$ cat src/rtl/vga_mode_sequencer.sv
// Debounces board resolution/source switches and applies them to the VGA path on frame boundaries.
// Optional watchdog for a dead sync chain: define MODE_SEQ_TIMEOUT_EN.
module vga_mode_sequencer #(
  parameter int unsigned DEBOUNCE_CYCLES = 1000000,
  parameter int unsigned SETTLE_FRAMES   = 2,
  parameter bit          VSYNC_ACTIVE    = 1'b0,
  parameter int unsigned TIMEOUT_CYCLES  = 4000000
) (
  input  logic       clk,
  input  logic       rst,
  input  logic [1:0] res_req,
  input  logic [2:0] src_req,
  input  logic       v_sync,
  output logic [1:0] resolution_select,
  output logic [2:0] output_select,
  output logic       blank,
  output logic       busy,
  output logic       mode_applied
);

  localparam int unsigned DB_W = (DEBOUNCE_CYCLES > 1) ? $clog2(DEBOUNCE_CYCLES) : 1;
  localparam int unsigned WD_W = (TIMEOUT_CYCLES > 1) ? $clog2(TIMEOUT_CYCLES) : 1;
  localparam logic [DB_W-1:0] DB_LAST = DB_W'(DEBOUNCE_CYCLES - 1);
  localparam logic [WD_W-1:0] WD_LAST = WD_W'(TIMEOUT_CYCLES - 1);
  localparam logic [3:0]      SF_LAST = 4'(SETTLE_FRAMES - 1);

`ifdef MODE_SEQ_TIMEOUT_EN
  localparam bit WD_EN = 1'b1;
`else
  localparam bit WD_EN = 1'b0;
`endif

  typedef enum logic [2:0] {IDLE, DEBOUNCE, WAIT_FRAME, APPLY, SETTLE} state_t;

  state_t            state, state_n;
  logic [4:0]        cand, cand_n, pending, pending_n, cur, cur_n, req;
  logic [DB_W-1:0]   dbcnt, dbcnt_n;
  logic [WD_W-1:0]   wdcnt, wdcnt_n;
  logic [3:0]        sfcnt, sfcnt_n;
  logic              res_change, res_change_n, blank_n;
  logic              vs1, vs2, fs, wd_expire;

  assign req       = {res_req, src_req};
  assign cur       = {resolution_select, output_select};
  assign fs        = (vs1 == VSYNC_ACTIVE) && (vs2 != VSYNC_ACTIVE);
  assign wd_expire = WD_EN && (wdcnt == WD_LAST);

  always_comb begin
    state_n      = state;
    cand_n       = cand;
    dbcnt_n      = dbcnt;
    pending_n    = pending;
    res_change_n = res_change;
    sfcnt_n      = sfcnt;
    wdcnt_n      = '0;
    cur_n        = cur;
    case (state)
      IDLE: begin
        if (req != cur) begin
          cand_n  = req;
          dbcnt_n = '0;
          state_n = DEBOUNCE;
        end
      end
      DEBOUNCE: begin
        if (req != cand) begin
          cand_n  = req;
          dbcnt_n = '0;
        end else if (dbcnt == DB_LAST) begin
          if (cand == cur) begin
            state_n = IDLE;
          end else begin
            pending_n    = cand;
            res_change_n = (cand[4:3] != cur[4:3]);
            state_n      = WAIT_FRAME;
          end
        end else begin
          dbcnt_n = dbcnt + 1'b1;
        end
      end
      WAIT_FRAME: begin
        if (req != pending) begin
          cand_n  = req;
          dbcnt_n = '0;
          state_n = DEBOUNCE;
        end else if (fs || wd_expire) begin
          // cur is loaded on entry to APPLY so the pulse and the new select share a cycle
          cur_n   = pending;
          state_n = APPLY;
        end else if (WD_EN) begin
          wdcnt_n = wdcnt + 1'b1;
        end
      end
      APPLY: begin
        sfcnt_n = '0;
        state_n = res_change ? SETTLE : IDLE;
      end
      SETTLE: begin
        if (req != pending) begin
          cand_n  = req;
          dbcnt_n = '0;
          state_n = DEBOUNCE;
        end else if (fs) begin
          if (sfcnt == SF_LAST) state_n = IDLE;
          else                  sfcnt_n = sfcnt + 1'b1;
        end else if (wd_expire) begin
          state_n = IDLE;
        end else if (WD_EN) begin
          wdcnt_n = wdcnt + 1'b1;
        end
      end
      default: state_n = IDLE;
    endcase

    blank_n = blank;
    case (state_n)
      IDLE:       blank_n = 1'b0;
      WAIT_FRAME: blank_n = res_change_n;
      SETTLE:     blank_n = 1'b1;
      default:    blank_n = blank;
    endcase
  end

  always_ff @(posedge clk) begin
    if (rst) begin
      state             <= WAIT_FRAME;
      cand              <= '0;
      pending           <= '0;
      res_change        <= 1'b1;
      dbcnt             <= '0;
      wdcnt             <= '0;
      sfcnt             <= '0;
      vs1               <= ~VSYNC_ACTIVE;
      vs2               <= ~VSYNC_ACTIVE;
      resolution_select <= '0;
      output_select     <= '0;
      blank             <= 1'b1;
      busy              <= 1'b1;
      mode_applied      <= 1'b0;
    end else begin
      state             <= state_n;
      cand              <= cand_n;
      pending           <= pending_n;
      res_change        <= res_change_n;
      dbcnt             <= dbcnt_n;
      wdcnt             <= wdcnt_n;
      sfcnt             <= sfcnt_n;
      vs1               <= v_sync;
      vs2               <= vs1;
      resolution_select <= cur_n[4:3];
      output_select     <= cur_n[2:0];
      blank             <= blank_n;
      busy              <= (state_n != IDLE);
      mode_applied      <= (state_n == APPLY);
    end
  end

endmodule

$ cat config.mk
export PLATFORM = sky130hd
export DESIGN_NAME = vga_mode_sequencer
export DESIGN_NICKNAME = d
export VERILOG_FILES = /design/src/rtl/vga_mode_sequencer.sv
export SDC_FILE = /design/constraint.sdc
export NUM_CORES = 1
export LEC_CHECK = 0
export ABC_AREA = 1
export BUFFER_PORTS_ARGS = -buffer_cell sky130_fd_sc_hd__buf_4
export CORE_AREA = 2 2 72 74
export CTS_BUF_LIST = sky130_fd_sc_hd__clkbuf_4
export CTS_CLUSTER_SIZE = 28
export DETAILED_ROUTE_END_ITERATION = 7
export DIE_AREA = 0 0 74 76
export PLACE_DENSITY = 0.85
export SYNTH_ARGS = -nofsm -noshare
export SYNTH_HDL_FRONTEND = slang
export SYNTH_SLANG_ARGS = --single-unit
$ cat constraint.sdc
create_clock -name clk -period 2 [get_ports clk]
set_input_delay 0.5 -clock clk [delete_from_list [all_inputs] [get_ports clk]]
set_output_delay 0.5 -clock clk [all_outputs]
set_load 0.005 [all_outputs]
# Word-level counts from Yosys, hierarchy flattened
# Cells that the tools add are included.
op_classes:
  eq_ne: 21
  n_mux: 29
  bitwise_logic: 4
  n_addsub: 2
  n_reduce_logical: 13
ops:
  columns: ["op", "n"]
  rows:
  - ["$mux 20", 4]
  - ["$pmux 20 s3", 1]
  - ["$mux 3", 9]
  - ["$add 20x1->20 const B", 1]
  - ["$eq 20x20->1 const B", 1]
  - ["$reduce_and 4->1", 4]
  - ["$mux 5", 3]
  - ["$ne 5x5->1", 3]
  - ["$pmux 3 s5", 1]
  - ["$pmux 5 s3", 1]
  - ["$eq 3x2->1 const B", 4]
  - ["$mux 4", 3]
  - ["$ne 2x2->1 const B", 5]
  - ["$reduce_bool 3->1", 3]
  - ["$pmux 4 s2", 1]
  - ["$eq 3x3->1 const B", 2]
  - ["$logic_not 3->1", 2]
  - ["$eq 5x5->1", 1]
  - ["$add 4x1->4 const B", 1]
  - ["$eq 4x1->1 const B", 1]
  - ["$mux 1", 4]
  - ["$not 1->1", 4]
  - ["$eq 3x1->1 const B", 1]
  - ["$ne 3x3->1 const B", 1]
  - ["8 further kinds", 8]
word_totals:
  output_inout_bits: 8
  regBits: 48
  inputBits: 8
  wordCells: 82

# Depth between registers and ports, before layout
# Gate-level depths: netlist of the first run.
logic_depth:
  ltp_word: 7
  mapped_depth: 13

# Least setup slack after synthesis of the first run
# Ideal clock, no wire load.
synth_timing:
  kind: "register to register"
  startpoint: "reg dbcnt[0]"
  endpoint: "reg dbcnt[16]"
  required_ns: 1.865
  arrival_time_ns: 1.569
  path_slack_ns: 0.296
  setup_time_ns: 0.135
  period_less_slack_ns: 1.704
  stages_incl_launch_ff: 12
  path_cell_list: "dfxtp_1 > ha_1 > inv_1 > nor2_4 > inv_1 > nor2_1 > nand3_1 > nor2_2 > nor2_4 > buf_4 > nand2_1 > a21oi_2"
synth_via:
  elab_chain_cells: 4
  word_cells_on_any_way: 7
synth_lines:
  columns: ["element", "line", "source"]
  rows:
  - ["start: declaration", "37", "logic [DB_W-1:0] dbcnt, dbcnt_n;"]
  - ["start signal: assignment", "145", "dbcnt <= dbcnt_n;"]
  - ["$add 20x1->20", "78", "dbcnt_n = dbcnt + 1'b1;"]
  - ["$mux 20", "69", "end else if (dbcnt == DB_LAST) begin"]
  - ["$mux 20", "66", "if (req != cand) begin"]
  - ["$pmux 20 s3", "57", "case (state)"]
# Several ways; a longest one is shown, not always the timed one. The select of a mux whose other input is x is not followed.
# A chain may end at the register's enable or synchronous reset.

# Worst setup path after layout of the first run
layout_timing:
  startpoint: "reg state[0]"
  endpoint: "reg dbcnt[1]"
layout_via:
  elab_chain_cells: 4
  word_cells_on_any_way: 11
layout_lines:
  columns: ["element", "line", "source"]
  rows:
  - ["start: declaration", "35", "state_t state, state_n;"]
  - ["start signal: assignment", "141", "state <= state_n;"]
  - ["$eq 3x3->1 or $eq 3x2->1 (tied branches)", "57", null]
  - ["$reduce_or 2->1 (no line)", null, null]
  - ["$ne 2x1->1 (no line) or $reduce_bool 3->1 (tied branches)", null, null]
  - ["$reduce_and 4->1 (no line)", null, null]
# Several ways; a longest one is shown, not always the timed one.

==> results.md, run 1 <==
| Stage | Result | Value |
|---|---|---|
| run status | Run status | completed |
| finish | Count of inserted antenna diode cells | 0 |
| detailed routing | Initial DRC Count | 201 |
| min path | Worst Hold Endpoint | vs1 |
| detailed routing | Routed Antenna Nets | 0 |
| detailed routing | Vias per std cell | 5.21 |
| die | Die width | 74 um |
| pwr | Net switching power | 0.544 mW |
| yosys | Total standard cell area after synthesis | 2950 um^2 |
| setup path | Critical R2R Launch | state[0] |
| die | Core box area | 4910 um^2 |
| yosys | #FFs+latches synth | 48 |
| yosys | Mean instance size in the synthesized netlist | 6.35 um^2 |
| clock tree | Worst-skew pair later-pin latency | 370 ps |
| setup path | CP Class | reg -> reg |
| detailed routing | Drt pass-1 iters | 5 |
| pwr | Total Power | 1.88 mW |
| setup path | Kind of launch point of the worst setup path | flop |
| timing | Maximum operating frequency | 550 MHz |
| placement | Routability-driven placement congestion ratio | 0.917 |
| finish | Number of nets in the finished design | 496 |
| detailed routing | DRC violations left | 0 |
| finish | Final Core Density | 0.660 |
| clock tree | Clock-pin slew on the worst setup and hold paths | 140 ps |
| timing | Fin crit period | 1820 ps |
| timing | Count of final setup violators | 0 |
| min path | Worst Hold Class | in -> reg |
| finish | Most frequent cells in the layout | nand2_1 (137), nor2_1 (77), dfxtp_1 (48) |
| placement | Final HPWL from detailed placement | 5200 um |
| yosys | Warning count from the yosys run | 0 |
| timing | Final critical-path share of the clock period | 0.909 |
| clock tree | Clock root cell | clkbuf_4 |
| yosys | Library cells used by synthesis | 32 |
| yosys | Synthesized net count | 475 |
| yosys | Synth area leaders | dfxtp_1 (33%), nand2_1 (17%), nor2_1 (10%) |
| setup path | Arrival time at the worst endpoint | 2080 ps |
| detailed routing | Total vias in the final route | 2899 |
| setup path | Cells on worst reg2reg path | 10 |
| setup path | Largest driver fanout on the critical path | 14 |
| finish | Fraction of layout instances using a drive strength above 1 | 0.138 |
| timing | Clock skew after layout | 10.0 ps |
| pwr | Cell-internal power | 1.34 mW |
| grt | Antenna violations before repair | 0 |
| yosys | Async set or reset register ratio after synthesis | 0 |
| clock tree | Number of clock buffers inserted by TritonCTS | 5 |
| yosys | Part of the Yosys area used for sequential elements | 0.326 |
| grt | Maximum number of pins on one net before global-route repair | 27 |
| die | Starting density of the core | 0.600 |
| pwr | Leakage | 1.28 nW |
| grt | First-pass GRT wire length | 11900 um |
| grt | Vias in the first global route | 2729 |
| pwr | Ratio of total power to cell area | 581 nW/um^2 |
| pwr | Sw Ratio | 0.289 |
| timing | Tightest hold margin | 314 ps |
| placement | I/O Buffers | 15 |
| setup path | Setup slack of the worst register-to-register path | 180 ps |
| job | Max Cap Viol | 0 |
| yosys | Synthesized instance count | 464 |
| die | I/O Pins | 16 |
| yosys | Library cell with the largest summed area after synthesis | dfxtp_1 |
| detailed routing | Detailed-route wire length per cell | 12.5 um |
| timing | Worst slew margin relative to its limit | 0.621 |
| die | Row Count | 26 |
| setup path | Critical Path Sink Type | flop |
| grt | All-layer global routing usage | 0.265 |
| clock tree | Clock Sink Count | 48 |
| yosys | Fraction of synthesized cell area taken by the top area cell type | 0.326 |
| setup path | RR Endpoint | dbcnt[1] |
| yosys | Number of enable-type register cells in the synthesized netlist | 0 |
| die | Y dimension of the die | 76 um |
| die | Area of the die | 5620 um^2 |
| clock tree | Number of buffers on the longest clock path | 2 |
| finish | Layout area overhead | 10.0% |
| setup path | Data required time at the worst endpoint | 2260 ps |
| pwr | Combinational Power Share | 0.151 |
| finish | Most common cell after layout, fill and taps aside | nand2_1 |
| min path | Min-delay src | v_sync |
| pwr | Portion of total power attributed to the clock network | 0.310 |
| clock tree | Clock tree from TritonCTS | done |
| min path | Worst Hold Path Cells | 2 |
| yosys | Flip-flop cell with the highest count after synthesis | dfxtp_1 |
| timing | Final number of max-transition violations | 0 |
| timing | Actual transition at the worst max-transition pin | 568 ps |
| pwr | Worst-case vdd ir drop | 0.463 mV |
| timing | Count of endpoints failing hold in the final timing report | 0 |
| grt | Overflow left after global routing | 0 |
| pwr | Sequential share of power | 0.538 |
| clock tree | Hold-fix buffers, CTS | 0 |
| clock tree | CTS H-tree lvls | 2 |
| detailed routing | Total wire length | 6930 um |
how the worst max path moves through the flow:
| stage | start | to | slack [ps] |
|---|---|---|---|
| global placement | res_req[0] | cand[1] | 110 |
| detailed placement | src_req[2] | cand[0] | 30 |
| CTS | dbcnt[1] | blank | 150 |
| global route | state[0] | dbcnt[1] | -10 |
| finish | state[0] | dbcnt[1] | 180 |
| floorplan | dbcnt[0] | dbcnt[16] | 300 |
area by class of cell:
class,count,area (um^2)
Inverter,47,179
Sequential cell,48,961
Clock inverter,3,42.5
Fill cell,447,1670
Tap cell,70,87.6
Clock buffer,5,37.5
Multi-Input combinational cell,360,1760
Timing Repair Buffer,23,173
cell usage after synthesis, types with 3 or more instances:
master / instances
ha_1: 3
nor3_1: 7
nand4_1: 12
dfxtp_1: 48
xnor2_1: 9
a21oi_2: 5
xor2_1: 8
nor2_1: 79
inv_1: 39
clkbuf_1: 6
nand2_1: 137
nor2_2: 3
nor2_4: 4
o21ai_0: 20
inv_2: 8
a21oi_1: 27
or2_2: 5
nand2_2: 4
nand3_1: 24
power groups by stage:
stage                     Clock (mW)  Sequential [mW]  Combinational, mW
after floorplan                    0             1.03              0.209
after global placement             0             1.03              0.272
after CTS                      0.592             1.01              0.281
after global routing           0.635             1.02              0.319
final                          0.585             1.01              0.285
after detailed placement           0             1.03              0.280
kinds of logic (layout without fill, tap and decap cells):
kind of cell    count (synthesis)  in the layout  share of synthesized area
flops                          48             48                      0.326
fa+ha+maj                       3              3                     0.0127
simple gates                  284            284                      0.430
xor+xnor                       17             17                     0.0505
compound gates                 56             56                      0.104
buf+inv                        56             78                     0.0777
repair_timing:
action / in CTS / in global routing
endpoints found under the setup margin: 0 / 7
gates resized for setup: 0 / 4
hold endpoints to repair: 0 / 0
setup buffers: 0 / 0
flip-flops by register name, indices dropped and copies added, names as in the netlist:
signal	flops
resolution_select	2
output_select	3
blank	1
res_change	1
vs1	1
state	3
vs2	1
busy	1
dbcnt	20
sfcnt	4
cand	5
mode_applied	1
pending	5
per-layer routing:
layer	vias to the layer above	global-route usage	wire length (um)
met4	0	0.102	78
met1	1321	0.327	3000
met2	59	0.459	3600
met5	-	0	0
met3	8	0.0344	246
li1	1511	-	-
metrics by stage:
| stage | std cells | cell area (um^2) | setup slack (ps) | TNS (ps) |
|---|---|---|---|---|
| floorplan | 464 | 2950 | 296 | 0 |
| global placement | 548 | 3160 | 109 | 0 |
| detailed placement | 548 | 3160 | 26.8 | 0 |
| CTS | 556 | 3240 | 146 | 0 |
| global route | 556 | 3240 | -11.5 | -11.5 |
| finish | 556 | 3240 | 182 | 0 |
critical path, stage by stage (launching register included):
cell,delay [ps]
dfxtp_1,380
inv_1,160
nand3_1,170
nand2_1,130
nand2_1,60
nand2_1,120
nand2_1,140
nor2_4,320
nand2_1,90
o21ai_0,80
nor2_1,50
(Power assumes the default switching activity.)
==> run 2: changes to the inputs <==
--- a/config.mk
+++ b/config.mk
@@ -13,6 +13,8 @@
 export DETAILED_ROUTE_END_ITERATION = 7
 export DIE_AREA = 0 0 74 76
 export PLACE_DENSITY = 0.85
+export RECOVER_POWER = 50
 export SYNTH_ARGS = -nofsm -noshare
 export SYNTH_HDL_FRONTEND = slang
 export SYNTH_SLANG_ARGS = --single-unit
+export TNS_END_PERCENT = 30
==> constraint.sdc (replaced) <==
create_clock -name clk -period 1.9 [get_ports clk]
set_input_delay 0.475 -clock clk [delete_from_list [all_inputs] [get_ports clk]]
set_output_delay 0.475 -clock clk [all_outputs]
set_load 0.005 [all_outputs]
==> run 2 against run 1 <==
Via count grew 1.8%. Wire length shrank 1.2%. Largest cell class unchanged. Global-route usage shrank 0.71 points. Critical path type unchanged.
==> results.md, run 2 (synthesized netlist as in run 1, its figures left out) <==
| Stage | Result | Value | Delta |
|---|---|---|---|
| setup path | Most numerous cell on the critical path | nor2_4 | was nand2_1 |
| setup path | Setup slack of the worst register-to-register path | 130 ps | was 180 ps |
| timing | Worst slew margin relative to its limit | 0.615 | was 0.621 |
| min path | Worst Hold Endpoint | vs1 | unchanged |
| setup path | Critical path cell sequence | ha_2, inv_1, nor2_4, nand4_1, nor2_4, nand3_2, inv_2, o21ai_0, a21oi_1 | was inv_1, nand3_1, nand2_1, nand2_1, nand2_1, nand2_1, nor2_4, nand2_1, o21ai_0, nor2_1 |
| grt | Antenna violations before repair | 0 | unchanged |
| grt | First-pass GRT wire length | 11800 um | was 11900 um |
| setup path | RR Endpoint | pending[3] | was dbcnt[1] |
| timing | Final total negative setup slack | 0 ps | unchanged |
| pwr | Cell-internal power | 1.43 mW | was 1.34 mW |
| setup path | Critical-path top delay cell | dfxtp_2 | was dfxtp_1 |
| pwr | Worst-case vdd ir drop | 0.448 mV | was 0.463 mV |
| placement | I/O Buffers | 15 | unchanged |
| clock tree | Number of clock buffers inserted by TritonCTS | 5 | unchanged |
| finish | Largest register by flop count | dbcnt | unchanged |
| die | Row Count | 26 | unchanged |
| clock tree | Hold-fix buffers, CTS | 0 | unchanged |
| clock tree | Clock-pin slew on the worst setup and hold paths | 140 ps | about the same |
| setup path | Largest stage delay on the critical path | 370 ps | was 380 ps |
| pwr | Combinational Power Share | 0.160 | was 0.151 |
| timing | Clock skew after layout | 19.2 ps | was 10.0 ps |
| die | Y dimension of the die | 76 um | unchanged |
| clock tree | Clock root cell | clkbuf_4 | unchanged |
| timing | Maximum operating frequency | 564 MHz | was 550 MHz |
| min path | Min-delay src | v_sync | unchanged |
| die | Starting density of the core | 0.600 | unchanged |
| setup path | Data required time at the worst endpoint | 2190 ps | was 2260 ps |
| timing | Count of final setup violators | 0 | unchanged |
| detailed routing | Total vias in the final route | 2952 | was 2899 |
| setup path | CP Class | reg -> reg | unchanged |
| die | Core box area | 4910 um^2 | unchanged |
| die | Area of the die | 5620 um^2 | unchanged |
| pwr | Ratio of total power to cell area | 603 nW/um^2 | was 581 nW/um^2 |
| finish | Number of nets in the finished design | 500 | was 496 |
| pwr | Total Power | 1.99 mW | was 1.88 mW |
| die | I/O Pins | 16 | unchanged |
| grt | Vias in the first global route | 2717 | was 2729 |
| setup path | Start point of the critical path | dbcnt[1] | was state[0] |
| finish | Count of inserted antenna diode cells | 0 | unchanged |
| pwr | Net switching power | 0.564 mW | was 0.544 mW |
| timing | Count of endpoints failing hold in the final timing report | 0 | unchanged |
| finish | Most common cell after layout, fill and taps aside | nand2_1 | unchanged |
| pwr | Portion of total power attributed to the clock network | 0.303 | was 0.310 |
| setup path | Kind of launch point of the worst setup path | flop | unchanged |
| pwr | Sequential share of power | 0.536 | was 0.538 |
| timing | Final number of max-transition violations | 0 | unchanged |
| placement | Final HPWL from detailed placement | 5110 um | was 5200 um |
| timing | Actual transition at the worst max-transition pin | 577 ps | was 568 ps |
| detailed routing | Total wire length | 6850 um | was 6930 um |
| detailed routing | Initial DRC Count | 140 | was 201 |
| grt | Overflow left after global routing | 0 | unchanged |
| clock tree | Clock tree from TritonCTS | done | unchanged |
| pwr | Sw Ratio | 0.283 | was 0.289 |
| placement | Routability-driven placement congestion ratio | 0.975 | was 0.917 |
| finish | Largest registers | dbcnt: 20 flops, cand: 5 flops, pending: 5 flops | unchanged |
| min path | Worst Hold Path Cells | 2 | unchanged |
| setup path | Largest driver fanout on the critical path | 8 | was 14 |
| grt | All-layer global routing usage | 0.258 | was 0.265 |
| detailed routing | Detailed-route wire length per cell | 12.2 um | was 12.5 um |
| setup path | Arrival time at the worst endpoint | 2060 ps | was 2080 ps |
| pwr | Leakage | 1.29 nW | was 1.28 nW |
| timing | Fin crit period | 1770 ps | was 1820 ps |
| finish | Most frequent cells in the layout | nand2_1 (137), nor2_1 (76), dfxtp_1 (46) | was nand2_1 (137), nor2_1 (77), dfxtp_1 (48) |
| clock tree | Number of buffers on the longest clock path | 2 | unchanged |
| clock tree | CTS H-tree lvls | 2 | unchanged |
| finish | Flip-flop count of the largest register, all copies and words added | 20 | unchanged |
| detailed routing | Routed Antenna Nets | 0 | unchanged |
| finish | Layout area overhead | 11.9% | was 10.0% |
| finish | Fraction of layout instances using a drive strength above 1 | 0.155 | was 0.138 |
| detailed routing | DRC violations left | 0 | unchanged |
| timing | Tightest hold margin | 295 ps | was 314 ps |
| run status | Run status | completed | unchanged |
| setup path | Cells on worst reg2reg path | 9 | was 10 |
| setup path | Critical Path Sink Type | flop | unchanged |
| timing | Final critical-path share of the clock period | 0.933 | was 0.909 |
| finish | Count of fill cells added during filler insertion | 465 | was 447 |
| detailed routing | Drt pass-1 iters | 4 | was 5 |
| setup path | CP bufs+invs | 2 | was 1 |
| clock tree | Clock Sink Count | 48 | unchanged |
| setup path | Critical R2R Launch | dbcnt[1] | was state[0] |
| min path | Worst Hold Class | in -> reg | unchanged |
| die | Die width | 74 um | unchanged |
| detailed routing | Vias per std cell | 5.27 | was 5.21 |
| clock tree | Worst-skew pair later-pin latency | 370 ps | about the same |
| grt | Maximum number of pins on one net before global-route repair | 26 | was 27 |
| job | Max Cap Viol | 0 | unchanged |
| setup path | CP delay by family, top | simple AND/OR/NAND/NOR gates | unchanged |
## run 2: changes by cell type in the layout (fill, tap and decap cells not counted), moves of 2 or more
cell      before  now
buf_4         23   15
clkbuf_4       5   14
dfxtp_1       48   46
dfxtp_2        0    2
nor2_4         4    6
## run 2: what timing repair did
item                       CTS  global route
setup buffers                0             2
resized for setup            0             9
setup endpoints to repair    0            29
## run 2: worst max-delay path by stage
| stage | to | slack [ps] | depth (start not counted) |
|---|---|---|---|
| floorplan | dbcnt[16] | 200 | 11 |
| global placement | cand[2] | -50 | 13 |
| detailed placement | cand[1] | -90 | 13 |
| CTS | blank | 6 | 12 |
| global route | state[0] | -20 | 12 |
| finish | pending[3] | 130 | 9 |
## run 2: area by class of cell
type	instances	area [um^2]	share of cell area
clock buffer	5	37.5	0.0114
clock inverter	3	42.5	0.0129
inverter	47	176	0.0535
multi-input combinational	360	1780	0.540
sequential	48	963	0.292
tap	70	87.6	0.0265
timing repair buffer	27	209	0.0633
## run 2: metrics by stage
step / utilization / cell area, um^2 / std cells / worst slack [ps]
after floorplan: - / 2950 / 464 / 196
after global placement: 0.645 / 3170 / 550 / -48.6
after detailed placement: 0.645 / 3170 / 550 / -87.5
after CTS: 0.662 / 3250 / 558 / 5.76
after global routing: 0.672 / 3300 / 560 / -24.0
final: 0.672 / 3300 / 560 / 127
## run 2: power by group through the flow
stage	sequential [mW]	clock (mW)	combinational, mW
2_1_floorplan	1.08	0	0.220
3_3_place_gp	1.09	0	0.288
3_5_place_dp	1.09	0	0.298
4_1_cts	1.07	0.621	0.299
5_1_grt	1.07	0.665	0.357
6_report	1.07	0.604	0.319
## run 2: layer usage
layer  track usage  up-vias  part of all wire
li1              -     1523                 -
met1         0.327     1354              0.43
met2         0.444       68              0.51
met3        0.0463        7             0.051
met4        0.0673        0            0.0098
met5             0        -                 0
## run 2: worst reg2reg max path: cells and delay by family (launching register included)
family	cells	cell delay [ps]
compound gates	2	250
fa+ha+maj	1	210
buf+inv	2	260
flops	1	370
simple gates	4	620
